**config.mk**
```make
export PLATFORM = sky130hd
export DESIGN_NAME = hazard_sched_flat
export DESIGN_NICKNAME = d
export VERILOG_FILES = /design/src/rtl/hazard_sched_pkg.sv /design/src/rtl/hazard_sched_if.sv /design/src/rtl/hazard_sched_mdu_timer.sv /design/src/rtl/hazard_sched.sv /design/src/flat_wrapper.sv
export SDC_FILE = /design/constraint.sdc
export NUM_CORES = 1
export LEC_CHECK = 0
export CORE_MARGIN = 2
export CORE_UTILIZATION = 33
export CTS_CLUSTER_DIAMETER = 80
export DETAILED_ROUTE_END_ITERATION = 12
export GPL_ROUTABILITY_DRIVEN = 0
export PLACE_DENSITY = 0.81
export REMOVE_ABC_BUFFERS = 1
export SYNTH_ARGS = -nofsm -noshare
export SYNTH_HDL_FRONTEND = slang
export SYNTH_SLANG_ARGS = --single-unit
```
**constraint.sdc**
```tcl
create_clock -name clk -period 2.45 [get_ports clk]
set_input_delay 0.49 -clock clk [delete_from_list [all_inputs] [get_ports clk]]
set_output_delay 0.49 -clock clk [all_outputs]
set_load 0.05 [all_outputs]
```
**src/rtl/hazard_sched_pkg.sv**
```systemverilog
// Shared types and constants for the pipeline hazard controller.
package hazard_sched_pkg;

    // Load-type encoding of "not a load", shared with the datapath decode.
    localparam logic [2:0] DMRD_NOP = 3'b000;

    typedef enum logic {
        HZ_RUN      = 1'b0,
        HZ_MDU_BUSY = 1'b1
    } hz_state_t;

    function automatic logic reg_match(input logic use_r, input logic [4:0] src,
                                       input logic [4:0] dst);
        return use_r && (src == dst);
    endfunction

endpackage

```
**src/rtl/hazard_sched_if.sv**
```systemverilog
// Pipeline-to-hazard-controller signal bundle; slave is the controller, master the pipeline.
interface hazard_sched_if #(
    parameter int PERF_W = 32,
    parameter int CNT_W  = 6
);
    logic [2:0]  IDEX_DMRd;
    logic [4:0]  IDEX_rd;
    logic [4:0]  IFID_rs;
    logic [4:0]  IFID_rt;
    logic        IFID_use_rs;
    logic        IFID_use_rt;
    logic        IFID_mdu;
    logic        IFID_hilo;
    logic        EX_br_taken;
    logic        PC_Wr;
    logic        IFID_Wr;
    logic        IFID_flush;
    logic        IDEX_flush;
    logic        mdu_start;
    logic        mdu_busy;
    logic        mdu_done;
    logic [PERF_W-1:0] stall_cnt;
    hazard_sched_pkg::hz_state_t dbg_state;
    logic [CNT_W-1:0]  dbg_cnt;

    modport master (
        output IDEX_DMRd, IDEX_rd, IFID_rs, IFID_rt, IFID_use_rs, IFID_use_rt,
               IFID_mdu, IFID_hilo, EX_br_taken,
        input  PC_Wr, IFID_Wr, IFID_flush, IDEX_flush, mdu_start, mdu_busy,
               mdu_done, stall_cnt, dbg_state, dbg_cnt
    );

    modport slave (
        input  IDEX_DMRd, IDEX_rd, IFID_rs, IFID_rt, IFID_use_rs, IFID_use_rt,
               IFID_mdu, IFID_hilo, EX_br_taken,
        output PC_Wr, IFID_Wr, IFID_flush, IDEX_flush, mdu_start, mdu_busy,
               mdu_done, stall_cnt, dbg_state, dbg_cnt
    );

endinterface

```
**src/rtl/hazard_sched_mdu_timer.sv**
```systemverilog
// Loadable MDU countdown: load sets MDU_LAT-1, done pulses while the count reads 1.
module hazard_sched_mdu_timer #(
    parameter int MDU_LAT = 32,
    parameter int CNT_W   = 6
) (
    input  logic             clk,
    input  logic             rstn,
    input  logic             load,
    output logic [CNT_W-1:0] cnt,
    output logic             done
);

    always_ff @(posedge clk or negedge rstn) begin
        if (!rstn) begin
            cnt <= '0;
        end else if (load) begin
            cnt <= CNT_W'(MDU_LAT - 1);
        end else if (cnt != '0) begin
            cnt <= cnt - CNT_W'(1);
        end
    end

    assign done = (cnt == CNT_W'(1));

endmodule

```
**src/rtl/hazard_sched.sv**
```systemverilog
// Hazard controller: load-use stalls, taken-branch flushes and MDU/HI-LO interlock.
// Optional stall performance counter enabled by HAZARD_PERF_CNT_EN.
module hazard_sched
    import hazard_sched_pkg::*;
#(
    parameter int MDU_LAT = 32,
    parameter int CNT_W   = 6,
    parameter int PERF_W  = 32
) (
    input  logic          clk,
    input  logic          rstn,
    hazard_sched_if.slave hz
);

    hz_state_t        state, state_nxt;
    logic [CNT_W-1:0] cnt;
    logic             done;
    logic             lu_haz, mdu_haz;
    logic             pc_wr, ifid_wr, ifid_flush, idex_flush, start;

    // MDU strobes: mdu_start is a single-cycle launch with no back-pressure;
    // mdu_done is a single-cycle pulse on the last busy cycle, and the unit is
    // free again (state RUN) on the following edge.
    hazard_sched_mdu_timer #(
        .MDU_LAT(MDU_LAT),
        .CNT_W  (CNT_W)
    ) u_timer (
        .clk (clk),
        .rstn(rstn),
        .load(start),
        .cnt (cnt),
        .done(done)
    );

    assign lu_haz = (hz.IDEX_DMRd != DMRD_NOP) && (hz.IDEX_rd != 5'd0) &&
                    (reg_match(hz.IFID_use_rs, hz.IFID_rs, hz.IDEX_rd) ||
                     reg_match(hz.IFID_use_rt, hz.IFID_rt, hz.IDEX_rd));
    assign mdu_haz = (state == HZ_MDU_BUSY) && (hz.IFID_hilo || hz.IFID_mdu);

    always_ff @(posedge clk or negedge rstn) begin
        if (!rstn) state <= HZ_RUN;
        else       state <= state_nxt;
    end

    always_comb begin
        state_nxt  = state;
        pc_wr      = 1'b1;
        ifid_wr    = 1'b1;
        ifid_flush = 1'b0;
        idex_flush = 1'b0;
        start      = 1'b0;
        if (state == HZ_MDU_BUSY && done) state_nxt = HZ_RUN;
        // A taken branch never touches the MDU sequencing; only issue is blocked.
        if (hz.EX_br_taken) begin
            ifid_flush = 1'b1;
            idex_flush = 1'b1;
        end else if (lu_haz || mdu_haz) begin
            pc_wr      = 1'b0;
            ifid_wr    = 1'b0;
            idex_flush = 1'b1;
        end else if (state == HZ_RUN && hz.IFID_mdu) begin
            start     = 1'b1;
            state_nxt = HZ_MDU_BUSY;
        end
    end

    assign hz.PC_Wr      = pc_wr;
    assign hz.IFID_Wr    = ifid_wr;
    assign hz.IFID_flush = ifid_flush;
    assign hz.IDEX_flush = idex_flush;
    assign hz.mdu_start  = start;
    assign hz.mdu_busy   = (state == HZ_MDU_BUSY);
    assign hz.mdu_done   = done;
    assign hz.dbg_state  = state;
    assign hz.dbg_cnt    = cnt;

`ifdef HAZARD_PERF_CNT_EN
    logic [PERF_W-1:0] stall_q;

    always_ff @(posedge clk or negedge rstn) begin
        if (!rstn)       stall_q <= '0;
        else if (!pc_wr) stall_q <= stall_q + PERF_W'(1);
    end

    assign hz.stall_cnt = stall_q;
`else
    assign hz.stall_cnt = {PERF_W{1'b0}};
`endif

endmodule

```
**src/flat_wrapper.sv**
```systemverilog
// flat-port wrapper written by rule: the top's interface ports become plain ports
module hazard_sched_flat import hazard_sched_pkg::*;
#(
    parameter int MDU_LAT = 32,
    parameter int CNT_W   = 6,
    parameter int PERF_W  = 32
)
  (clk, rstn, hz_IDEX_DMRd, hz_IDEX_rd, hz_IFID_rs, hz_IFID_rt, hz_IFID_use_rs, hz_IFID_use_rt, hz_IFID_mdu, hz_IFID_hilo, hz_EX_br_taken, hz_PC_Wr, hz_IFID_Wr, hz_IFID_flush, hz_IDEX_flush, hz_mdu_start, hz_mdu_busy, hz_mdu_done, hz_stall_cnt, hz_dbg_state, hz_dbg_cnt);
  hazard_sched_if #(.PERF_W(PERF_W), .CNT_W(CNT_W)) hz_i ();
  input  logic clk;
  input  logic rstn;
  input wire logic [$bits(hz_i.IDEX_DMRd)-1:0] hz_IDEX_DMRd;
  input wire logic [$bits(hz_i.IDEX_rd)-1:0] hz_IDEX_rd;
  input wire logic [$bits(hz_i.IFID_rs)-1:0] hz_IFID_rs;
  input wire logic [$bits(hz_i.IFID_rt)-1:0] hz_IFID_rt;
  input wire logic [$bits(hz_i.IFID_use_rs)-1:0] hz_IFID_use_rs;
  input wire logic [$bits(hz_i.IFID_use_rt)-1:0] hz_IFID_use_rt;
  input wire logic [$bits(hz_i.IFID_mdu)-1:0] hz_IFID_mdu;
  input wire logic [$bits(hz_i.IFID_hilo)-1:0] hz_IFID_hilo;
  input wire logic [$bits(hz_i.EX_br_taken)-1:0] hz_EX_br_taken;
  output wire logic [$bits(hz_i.PC_Wr)-1:0] hz_PC_Wr;
  output wire logic [$bits(hz_i.IFID_Wr)-1:0] hz_IFID_Wr;
  output wire logic [$bits(hz_i.IFID_flush)-1:0] hz_IFID_flush;
  output wire logic [$bits(hz_i.IDEX_flush)-1:0] hz_IDEX_flush;
  output wire logic [$bits(hz_i.mdu_start)-1:0] hz_mdu_start;
  output wire logic [$bits(hz_i.mdu_busy)-1:0] hz_mdu_busy;
  output wire logic [$bits(hz_i.mdu_done)-1:0] hz_mdu_done;
  output wire logic [$bits(hz_i.stall_cnt)-1:0] hz_stall_cnt;
  output wire logic [$bits(hz_i.dbg_state)-1:0] hz_dbg_state;
  output wire logic [$bits(hz_i.dbg_cnt)-1:0] hz_dbg_cnt;
  assign hz_i.IDEX_DMRd = hz_IDEX_DMRd;
  assign hz_i.IDEX_rd = hz_IDEX_rd;
  assign hz_i.IFID_rs = hz_IFID_rs;
  assign hz_i.IFID_rt = hz_IFID_rt;
  assign hz_i.IFID_use_rs = hz_IFID_use_rs;
  assign hz_i.IFID_use_rt = hz_IFID_use_rt;
  assign hz_i.IFID_mdu = hz_IFID_mdu;
  assign hz_i.IFID_hilo = hz_IFID_hilo;
  assign hz_i.EX_br_taken = hz_EX_br_taken;
  assign hz_PC_Wr = hz_i.PC_Wr;
  assign hz_IFID_Wr = hz_i.IFID_Wr;
  assign hz_IFID_flush = hz_i.IFID_flush;
  assign hz_IDEX_flush = hz_i.IDEX_flush;
  assign hz_mdu_start = hz_i.mdu_start;
  assign hz_mdu_busy = hz_i.mdu_busy;
  assign hz_mdu_done = hz_i.mdu_done;
  assign hz_stall_cnt = hz_i.stall_cnt;
  assign hz_dbg_state = hz_i.dbg_state;
  assign hz_dbg_cnt = hz_i.dbg_cnt;
  hazard_sched #(.MDU_LAT(MDU_LAT), .CNT_W(CNT_W), .PERF_W(PERF_W)) u_core (.clk(clk), .rstn(rstn), .hz(hz_i));
endmodule
```
==> results of run 1 <==
==> worst max-delay path: stages <==
cell	delay (ns)
clkdlybuf4s50_1	0.48
xnor2_1	0.13
nand4_1	0.16
o22a_1	0.26
o21a_1	0.22
buf_12	0.16
==> layer usage <==
layer	global-route usage	vias up
li1	-	403
met1	0.135	349
met2	0.213	45
met3	0.0349	4
met4	0.0612	0
met5	0	-
==> power breakdown <==
part | leakage, nW | internal [mW] | switching (mW)
Combinational | 0.462 | 0.311 | 0.560
Clock | 0.0150 | 0.0622 | 0.0431
Sequential | 0.0805 | 0.174 | 0.0689
Total | 0.558 | 0.547 | 0.672
==> repair_timing <==
item | CTS | global route
setup endpoints to repair | 4 | 4
pin swaps | 4 | 7
gates resized for setup | 6 | 5
gates cloned | 0 | 0
hold endpoints to repair | 0 | 0
==> how the worst max path moves through the flow <==
stage | end | cells after the start
6_report | hz_mdu_start | 6
5_1_grt | hz_IFID_Wr | 7
3_3_place_gp | hz_PC_Wr | 7
2_1_floorplan | hz_IFID_Wr | 4
3_5_place_dp | hz_mdu_start | 6
4_1_cts | hz_IFID_Wr | 7
==> layout make-up <==
class                   count  area share
clock buffers               4      0.0205
inverters                   4      0.0117
multi-input cells          91       0.431
flip-flops and latches      7       0.137
well taps                  30      0.0293
repair buffers             47       0.371
==> sequential cells by signal (all words and copies together) (netlist names) <==
name	flops
u_core.u_timer.cnt	6
u_core.hz.dbg_state	1
==> metrics by stage <==
stage,instance area [sq um],instances
final,1280,183
after global routing,1280,183
after CTS,1280,183
after detailed placement,1260,179
after global placement,1260,179
after floorplan,736,102
==> logic make-up (layout without fill, tap and decap cells) <==
family / after synthesis / after routing
other: 1 / 32
XOR/XNOR: 11 / 11
AO/OA/AOI/OAI: 22 / 22
adder cells (fa/ha/maj): 2 / 2
buffers and inverters: 40 / 55
AND/OR/NAND/NOR: 24 / 24
flip-flops: 7 / 7
==> synthesized netlist by cell type, drive strengths merged <==
cell type and instances:
o31a 1, a221oi 2, inv 4, nand4 2
and3 2, o21ai 6, o21a 1, or4 1
nand2 4, o22ai 1, dfrtp 7, nand3 1
a22oi 1, o31ai 1, nor3b 2, conb 1
ha 2, a21oi 2, a2bb2oi 1, xnor2 11
or3 2, o211ai 2, o32ai 1, nor2 5
nor2b 2, or3b 1, a211oi 2, nor3 2
o22a 1, buf 36
==> results.toml, run 1 <==
[timing]
max_slew_margin = 0.617
setup_viol = 0
clock_tree_skew_after_final_layout_ns = 0.00102
totalNegativeSetupSlack_ns = 0
rsz_0062_raised_after_global_routing = "no"
hold_slack_ns = 0.490
min_period_over_period = 0.974
slew_violations = 0
final_period_minus_worst_setup_slack_ns = 2.39
timing.final.hold_violations = 0
worst_pin_slew_ns = 0.573
fin_ws_ns = 0.0644
fmax_mhz = 419

[die]
placeableCoreArea_sq_mm = 0.00250
die_width_microns = 55.8
die_height_microns = 55.8
effective_utilization_at_floorplan = 0.354
die_area_sq_mm = 0.00311
rows = 18
top_level_i_o_count = 71

[drt]
met2_wirelength_microns = 914
met3WireLength_microns = 192
top_layer_used = "met4"
wl_per_cell_microns = 10.3
drc = 0
detail_route.first_pass.iterations = 5
met1_wire_length_microns = 745
via_total_after_detailed_routing = 801
wl_microns = 1890
detailedRoute.firstIterationViolations = 3
avgViaCountPerCell = 4.38
detail_route_antenna_nets = 0

[synth]
synth.avg_cell_area_sq_um = 8.28
synthesis.yosys.warnings = 0
post_synth_xor_area_fraction = 0.109
yosys.area_share.adder = 0.0282
yosysSeqAreaShare = 0.198
synth.ff_latch_count = 7
post-synth-top-area-cell = "buf_4"
synth_top_cells_by_area = "buf_4 30%, dfrtp_1 20%, xnor2_1 11%"
netlist-cell-type-count = 31
synth-compound-area-share = 0.192
muxShareOfSynthArea = 0
simple_gate_area_share_of_the_yosys_netlist = 0.151
syn_inst = 107
netlist.area_leader.share = 0.297
syn_area_sq_um = 886
dominant_combinational_cell_family_by_area_after_synthesis = "buffers and inverters"

[placed_design]
dpl_worst_slack_ns = -0.184
place_hpwl_microns = 1690
io_buffers = 38

[worst_setup_path]
critical_path_arrival_ns = 1.90
critical_path.endpoint_type = "output port"
setup_slack_on_the_worst_flop_to_flop_path_ns = 0.66
ff2ff_path_depth = 4
worst_r2r_startpoint = "u_core.u_timer.cnt[3]"
cp-start-kind = "input pin"
max_fanout_on_critical_path = 3
critical_setup_path_kind = "in2out"
cp_data_required_time_ns = 1.96
worstReg2RegEnd = "u_core.hz.dbg_state"
critPathLaunch = "hz_IFID_rs[4]"

[clock_network]
insertion_delay_ns = 0.25
post-cts-setup-buffers = 0
post_cts_hold_buffer_count = 0
cts_tree = "built"
ctsHtreeMaxLevel = 1
clk_transition_reported_paths_ns = 0.05
cts_max_path_buffers = 2
cts.sink_count = 7
cts.root.buffer_cell = "clkbuf_4"
cts_made_buffers = 3

[status]
outcome = "completed"

[global_routing]
global_route.overflow_total = 0
grt_max_degree = 9
antenna_found_initial = 0
grt_first_pass_wirelength_microns = 3060
grt_util_all_layers = 0.122
first_global_vias = 733

[power_and_ir_drop]
static-leakage-power_nw = 0.558
totalPowerFinal_mw = 1.22
vdd_drop_max_mv = 0.763
pwr_density_cell_mw_per_mm2 = 951

[job]
drv.max_cap_violation_count = 0

[cells_and_area]
drive_gt1_frac = 0.150
layout.core_utilization = 0.513
footprint_of_the_multi_input_gates_sq_um = 552
nFillCells = 245
layout_common_cells = "32 x conb_1, 27 x clkdlybuf4s50_1, 11 x xnor2_1, 11 x buf_4, 7 x dfrtp_1"
layout_commonest_cell = "conb_1"
syn2layout_area_growth_pct = 44.6
finish.net_count = 181
n_antenna_cell = 0
layout.area.seq_sq_um = 175

[worst_hold_path]
timing.hold.worst.class = "in2async"
(Power assumes the default switching activity.)
==> run 2, diff against run 1 <==
CTS_BUF_LIST = sky130_fd_sc_hd__clkbuf_8 sky130_fd_sc_hd__clkbuf_16   (was unset)
==> run 2 against run 1 <==
Against the previous run: via count rose by 0.12%; hold slack better by 0.036 ns; critical endpoint unchanged; die area unchanged; register-to-register slack about the same; fmax did not move; clock-buffer cell count is 1 lower; sequential share of layout area decreased by 0.20 points.
==> results.toml, run 2 (synthesis gave the netlist of run 1 again) <==
[cells_and_area]
flip_flop_count_of_the_largest_register_after_layout = 6
layout_commonest_cell = "conb_1"
drive_gt1_frac = 0.150
largest_register = "u_core.u_timer.cnt"
syn2layout_area_growth_pct = 46.8
n_antenna_cell = 0
layout_common_cells = "32 x conb_1, 27 x clkdlybuf4s50_1, 11 x xnor2_1, 11 x buf_4, 7 x dfrtp_1"
finish.net_count = 181
layout.core_utilization = 0.520

[drt]
via_total_after_detailed_routing = 802
detail_route_antenna_nets = 0
wl_per_cell_microns = 10.4
avgViaCountPerCell = 4.38
wl_microns = 1910
detailedRoute.firstIterationViolations = 3
drc = 0
detail_route.first_pass.iterations = 5

[worst_hold_path]
timing.hold.worst.class = "in2async"

[global_routing]
global_route.usage.met2 = 0.213
antenna_found_initial = 0
grt_first_pass_wirelength_microns = 3070
grt_util_all_layers = 0.127
global_route.overflow_total = 0
grt_max_degree = 9
gr-usage-met3 = 0.0349
grt_most_used_layer = "met2"
first_global_vias = 726
met1_usage = 0.135

[clock_network]
post_cts_hold_buffer_count = 0
insertion_delay_ns = 0.22
cts_tree = "built"
post-cts-setup-buffers = 0
cts.root.buffer_cell = "clkbuf_8"
clk_transition_reported_paths_ns = 0.04
cts_max_path_buffers = 2
cts.sink_count = 7
ctsHtreeMaxLevel = 1
cts_made_buffers = 3

[worst_setup_path]
path_delay_family = "buffers and inverters"
ff2ff_path_depth = 4
critical_setup_path_kind = "in2out"
path_buf_inv = 2
cp_data_required_time_ns = 1.96
cp-start-kind = "input pin"
cpPeakStageDelay_ns = 0.48
critical_path_arrival_ns = 1.90
critical_path.endpoint_type = "output port"
crit_chain = "clkdlybuf4s50_1 > xnor2_1 > nand4_1 > o22a_1 > o21a_1 > buf_12"
critical_path.slowest_cell = "clkdlybuf4s50_1"
worstSetupPathDepth = 6
max_fanout_on_critical_path = 3

[timing]
hold_slack_ns = 0.526
min_period_over_period = 0.974
max_slew_margin = 0.618
slew_violations = 0
setup_viol = 0
totalNegativeSetupSlack_ns = 0
rsz_0062_raised_after_global_routing = "no"
final_period_minus_worst_setup_slack_ns = 2.39
clock_tree_skew_after_final_layout_ns = 0.000302
worst_pin_slew_ns = 0.571
fmax_mhz = 419
timing.final.hold_violations = 0

[placed_design]
place_hpwl_microns = 1690
io_buffers = 38

[power_and_ir_drop]
vdd_drop_max_mv = 0.731
pwr_density_cell_mw_per_mm2 = 974
static-leakage-power_nw = 0.570
totalPowerFinal_mw = 1.27

[status]
outcome = "completed"

[die]
die_width_microns = 55.8
die_height_microns = 55.8
die_area_sq_mm = 0.00311
effective_utilization_at_floorplan = 0.354
rows = 18
placeableCoreArea_sq_mm = 0.00250
top_level_i_o_count = 71

[job]
drv.max_cap_violation_count = 0
## run 2: cell types whose count changed in the layout (fill, tap and decap cells not counted), sizes merged
cell and change:
inv +1, clkbuf -1
## run 2: final timing paths
kind	start	end	slack, ns
worst max-delay path	hz_IFID_rs[4]	hz_mdu_start	0.06
worst min-delay path	rstn	u_core.hz.dbg_state	0.53
worst max register to register	u_core.u_timer.cnt[3]	u_core.hz.dbg_state	0.66
worst min register to register	u_core.u_timer.cnt[4]	u_core.u_timer.cnt[4]	0.62
max in group asynchronous	rstn	u_core.u_timer.cnt[4]	1.69
min in group clk	u_core.u_timer.cnt[4]	u_core.u_timer.cnt[4]	0.62
## run 2: cell type report
class	instances	area, sq um
fill	242	1200
multi-input combinational	91	552
timing repair buffer	47	475
sequential	7	175
clock buffer	3	41.3
tap	30	37.5
inverter	4	15.0
clock inverter	1	3.75
## run 2: layer usage
layer / routed length, microns / vias to the layer above
met3: 191 / 2
met5: 0 / -
met2: 951 / 45
li1: - / 402
met4: 34 / 0
met1: 731 / 353
## run 2: what timing repair did
action | CTS | global route
resized for setup | 6 | 5
setup endpoints to repair | 4 | 4
pin swaps | 4 | 7
## run 2: through the flow
step | area, sq um | instances | setup slack [ns]
after floorplan | 736 | 102 | -0.847
after global placement | 1260 | 179 | -0.145
after detailed placement | 1260 | 179 | -0.184
after CTS | 1300 | 183 | 0.00793
after global routing | 1300 | 183 | 0.00682
final | 1300 | 183 | 0.0644
## run 2: where the power goes
group          internal (mW)  leakage [nW]  switching [mW]
logic                  0.311         0.462           0.560
clock network          0.108        0.0269          0.0446
registers              0.174        0.0805          0.0687
total                  0.593         0.570           0.673
